--- src/rtl/fir_sample_fifo.sv ---
// Decimating capture FIFO behind the 3-tap FIR: keeps every DECIM-th valid sample
// and drains it over valid/ready. Optional macro FIR_FIFO_STATS_EN adds drop_cnt.
module fir_sample_fifo #(
  parameter int DW    = 8,
  parameter int DEPTH = 8,
  parameter int AW    = 3,
  parameter int DECIM = 1
) (
  input  logic          clk,
  input  logic          reset,
  input  logic [DW-1:0] in_data,
  input  logic          in_valid,
  output logic [DW-1:0] out_data,
  output logic          out_valid,
  input  logic          out_ready,
  output logic [AW:0]   count,
  output logic          full,
  output logic          overflow
`ifdef FIR_FIFO_STATS_EN
  ,
  output logic [7:0]    drop_cnt
`endif
);

  localparam logic [AW:0]   DEPTH_C    = (AW+1)'(DEPTH);
  localparam logic [AW:0]   CNT_ONE    = (AW+1)'(1);
  localparam logic [AW-1:0] PTR_ONE    = AW'(1);
  localparam logic [7:0]    PHASE_LAST = 8'(DECIM - 1);

  logic [DW-1:0] mem_r [DEPTH];
  logic [AW-1:0] wr_ptr_r;
  logic [AW-1:0] rd_ptr_r;
  logic [AW:0]   count_r;
  logic [7:0]    phase_r;
  logic          overflow_r;

  logic          valid_s;
  logic          full_s;
  logic          kept_s;
  logic          rd_s;
  logic          wr_s;
  logic          drop_s;

  // Handshake decode: a full FIFO still accepts a kept sample when a read frees a slot
  always_comb begin
    valid_s = 1'b0;
    full_s  = 1'b0;
    kept_s  = 1'b0;
    rd_s    = 1'b0;
    wr_s    = 1'b0;
    drop_s  = 1'b0;
    if (count_r != {(AW+1){1'b0}}) begin
      valid_s = 1'b1;
    end else begin
      valid_s = 1'b0;
    end
    if (count_r == DEPTH_C) begin
      full_s = 1'b1;
    end else begin
      full_s = 1'b0;
    end
    if (in_valid && (phase_r == 8'd0)) begin
      kept_s = 1'b1;
    end else begin
      kept_s = 1'b0;
    end
    rd_s   = valid_s && out_ready;
    wr_s   = kept_s && (!full_s || rd_s);
    drop_s = kept_s && full_s && !rd_s;
  end

  // Pointers, occupancy, decimation phase and sticky overflow
  always_ff @(posedge clk or negedge reset) begin
    if (!reset) begin
      wr_ptr_r   <= {AW{1'b0}};
      rd_ptr_r   <= {AW{1'b0}};
      count_r    <= {(AW+1){1'b0}};
      phase_r    <= 8'd0;
      overflow_r <= 1'b0;
    end else begin
      if (wr_s) begin
        wr_ptr_r <= wr_ptr_r + PTR_ONE;
      end
      if (rd_s) begin
        rd_ptr_r <= rd_ptr_r + PTR_ONE;
      end
      case ({wr_s, rd_s})
        2'b10:   count_r <= count_r + CNT_ONE;
        2'b01:   count_r <= count_r - CNT_ONE;
        default: count_r <= count_r;
      endcase
      if (in_valid) begin
        if (phase_r == PHASE_LAST) begin
          phase_r <= 8'd0;
        end else begin
          phase_r <= phase_r + 8'd1;
        end
      end
      if (drop_s) begin
        overflow_r <= 1'b1;
      end
    end
  end

  // Sample storage; deliberately not reset
  always_ff @(posedge clk) begin
    if (wr_s) begin
      mem_r[wr_ptr_r] <= in_data;
    end
  end

`ifdef FIR_FIFO_STATS_EN
  logic [7:0] drop_cnt_r;

  // Saturating count of dropped kept samples
  always_ff @(posedge clk or negedge reset) begin
    if (!reset) begin
      drop_cnt_r <= 8'd0;
    end else if (drop_s && (drop_cnt_r != 8'hFF)) begin
      drop_cnt_r <= drop_cnt_r + 8'd1;
    end
  end

  assign drop_cnt = drop_cnt_r;
`endif

  // Head is forced to zero when empty so reset and idle show a clean bus
  assign out_data  = valid_s ? mem_r[rd_ptr_r] : {DW{1'b0}};
  assign out_valid = valid_s;
  assign count     = count_r;
  assign full      = full_s;
  assign overflow  = overflow_r;

endmodule

--- config.mk ---
export PLATFORM = sky130hd
export DESIGN_NAME = fir_sample_fifo
export DESIGN_NICKNAME = d
export VERILOG_FILES = /design/src/rtl/fir_sample_fifo.sv
export SDC_FILE = /design/constraint.sdc
export NUM_CORES = 1
export LEC_CHECK = 0
export ABC_AREA = 1
export BUFFER_PORTS_ARGS = -buffer_cell sky130_fd_sc_hd__buf_2
export CAP_MARGIN = 20
export CORE_UTILIZATION = 30
export DETAILED_ROUTE_END_ITERATION = 8
export GPL_TIMING_DRIVEN = 0
export SETUP_SLACK_MARGIN = 0.2
export SLEW_MARGIN = 5
export SYNTH_ARGS = -nofsm -noshare
export SYNTH_HDL_FRONTEND = slang
export SYNTH_SLANG_ARGS = --single-unit
--- constraint.sdc ---
create_clock -name clk -period 3.2 [get_ports clk]
set_clock_uncertainty 0.2 [all_clocks]
set_input_delay 0 -clock clk [delete_from_list [all_inputs] [get_ports clk]]
set_output_delay 0 -clock clk [all_outputs]
set_load 0.01 [all_outputs]
==> out/qor.csv <==
stage,metric,value,unit
clock_network,Clock Path Buffers,2,
routing,Via density,4.693,
floorplan,CORE AREA,11520,um2
power_and_ir_drop,Leak,1.695,nW
routing,post-DR wirelength/cell,13.74,um
layout,Nets,399,
floorplan,Die Y,111.4,um
setup_path,CP Launch Type,register,
clock_network,CTS tree,yes,
clock_network,worst skew pair latency,0.33,ns
synthesis,Post-Syn Area,3587,um2
place,Post-Place Cells,502,
floorplan,DIE AREA,12400,um2
global_routing,All-Layer GR Usage,12.83,%
clock_network,# resized after CTS,0,
clock_network,"Reg clk slew, reported paths",0.06,ns
timing,final period utilization,83.99,%
layout,multi-input combinational cell area,1044,um2
global_routing,initial antenna violation count,0,
layout,FILL cells,1151,
power_and_ir_drop,power share of the sequential group,39.7,%
place,buffers added on ports,26,
synthesis,Mapped Nets,342,
clock_network,CTS buffer count,9,
timing,Slew HR,39.57,%
floorplan,Cell Rows,39,
power_and_ir_drop,Power Density,831.4,nW/um2
power_and_ir_drop,P_sw,0.001326,W
clock_network,CTS sink count,83,
outcome,failing checks,design-rule violations,
timing,final setup TNS,0,ns
routing,Post-DRT Antenna Nets,0,
clock_network,htree depth,3,
setup_path,CP max FO,7,
place,GP Congestion,0.7770,
timing,setup-violating endpoint count in the final report,0,
synthesis,syn avg cell area,11.04,um2
synthesis,post-synthesis cell type count,24,
clock_network,CTS Root Buffer Type,clkbuf_16,
synthesis,cells after synthesis,325,
floorplan,# IOs,27,
global_routing,largest net degree at the start of global routing,20,
power_and_ir_drop,Internal,0.002262,W
hold_path,worst hold path type,register to register,
routing,Via Count,2478,
layout,Area Overhead vs Synth,20.30,%
power_and_ir_drop,Comb power frac,35.9,%
outcome,run status,"complete, but fails checks",
timing,fin. max-slew vios,0,
timing,Hold Fails Final Rpt,0,
timing,min Tclk post-route,2.688,ns
routing,final WL,7.254,mm
power_and_ir_drop,Clk network pwr share,24.3,%
timing,RSZ-0062 raised after global routing,no,
power_and_ir_drop,Sw Ratio,36.94,%
synthesis,Yosys Warn Count,0,
layout,share of layout cells above drive strength 1,16.10,%
synthesis,"Seq/Total Area, Yosys",66.83,%
layout,number of diodes,0,
timing,fmax,372.1,MHz
setup_path,Setup crit end kind,register,
routing,# DRC,4,
routing,Iter 0 DRT Violations,160,
floorplan,Initial Util,31.15,%
global_routing,vias in the first global route,2474,
layout,Reg area,2397,um2
job,Max-Cap Viols,0,
setup_path,Crit Path Category,register to register,
timing,slew at the pin closest to its max-slew limit,0.9035,ns
place,dpl hpwl,5.089,mm
layout,"commonest non-fill, non-tap cells in the layout","74 x nor2_1, 64 x edfxtp_1, 43 x o21ai_0",
global_routing,first-pass GRT wire length,12.21,mm
floorplan,die width,111.4,um
setup_path,worst path required time,3.05,ns
global_routing,GRT Residual Overflow,0,
setup_path,Critical Path AT,2.53,ns
power_and_ir_drop,Worst VDD drop,403.6,uV
layout,Finished Layout Cells,528,
synthesis,"flops & latches, synth",83,
layout,"commonest non-fill, non-tap cell in the layout",nor2_1,
routing,Pre-antenna DRT Iters,6,
worst paths after layout:
check | depth (start not counted) | slack [ns] | from | endpoint
min in group asynchronous | 3 | 0.66 | reset | count[0]
worst max-delay path | 9 | 0.51 | phase_r[0] | mem_r[2][3]
worst min-delay path | 1 | 0.27 | phase_r[7] | phase_r[7]
max in group asynchronous | 3 | 1.58 | reset | wr_ptr_r[0]
worst min register to register | 1 | 0.27 | phase_r[7] | phase_r[7]
worst max register to register | 9 | 0.51 | phase_r[0] | mem_r[2][3]
logic make-up after synthesis:
| group | count (synthesis) | synth area share, % |
|---|---|---|
| simple gates | 135 | 15.70 |
| flops | 83 | 66.83 |
| compound gates | 56 | 9.453 |
| buf+inv | 37 | 4.081 |
| xor+xnor | 9 | 2.198 |
| fa+ha+maj | 5 | 1.744 |
synthesized netlist by cell type (all sizes together):
master	instances	area [um2]
clkbuf	5	18.77
buf	6	30.03
o21bai	1	7.510
nand2	36	147.6
nor2	75	284.0
nor3	9	45.04
a21oi	2	32.53
ha	5	62.56
clkinv	1	3.750
o21ai	44	220.2
nand4	3	18.77
nor3b	1	7.510
a31o	1	8.760
inv	25	93.84
xor2	9	78.83
o32ai	8	70.07
dfrtp	19	475.5
nand3	11	60.06
edfxtp	64	1922
cell type report:
class,instances,area share (%)
flip-flops and latches,83,55.55
multi-input cells,205,24.18
repair buffers,46,6.959
clock buffers,10,5.306
well taps,143,4.146
inverters,26,2.262
plain buffers,11,1.131
clock inverters,4,0.4639
per-layer routing:
metal	track usage (%)	part of all wire (%)	vias up
met5	0	0	-
met4	3.784	0.84	0
met3	4.300	6.1	7
met2	20.13	46	66
met1	16.88	47	1166
li1	-	-	1239
worst max-delay path, cell delays in order (launching register included):
cell and delay [ns]:
dfrtp_1 0.39, inv_1 0.09, ha_1 0.17, nand2_1 0.06, nor2_1 0.12, nand2_2 0.14
a21oi_4 0.23, nand2_2 0.11, nor3_1 0.62, buf_4 0.27
metrics by stage:
step	hold WS (ns)	worst slack, ns	util [%]	area, um2	total power [W]
2_1_floorplan	-0.4956	0.8278	-	3587	0.002288
6_report	0.2671	0.5124	37.47	4315	0.003588
3_5_place_dp	-0.2270	0.5156	34.27	3946	0.002727
5_1_grt	0.2935	0.2577	37.47	4315	0.003869
4_1_cts	0.2657	0.4979	37.47	4315	0.003620
3_3_place_gp	-0.2321	0.2763	33.83	3896	0.002686
power by group through the flow:
stage	combinational [W]	clock, W	sequential [W]
2_1_floorplan	0.000859	0	0.00143
3_3_place_gp	0.00125	0	0.00144
3_5_place_dp	0.00128	0	0.00144
4_1_cts	0.00130	0.000895	0.00142
5_1_grt	0.00148	0.000942	0.00145
6_report	0.00129	0.000873	0.00143
sequential cells by signal, indices dropped and copies added (netlist names):
name and count:
rd_ptr_r 3, wr_ptr_r 3, phase_r 8, overflow 1
count 4, mem_r 64
what timing repair did:
action                                 CTS  global route
setup buffers                            0             0
hold buffers                            12             0
endpoints found under the hold margin   93             0
Note: power is estimated with default switching activity, not from simulation.
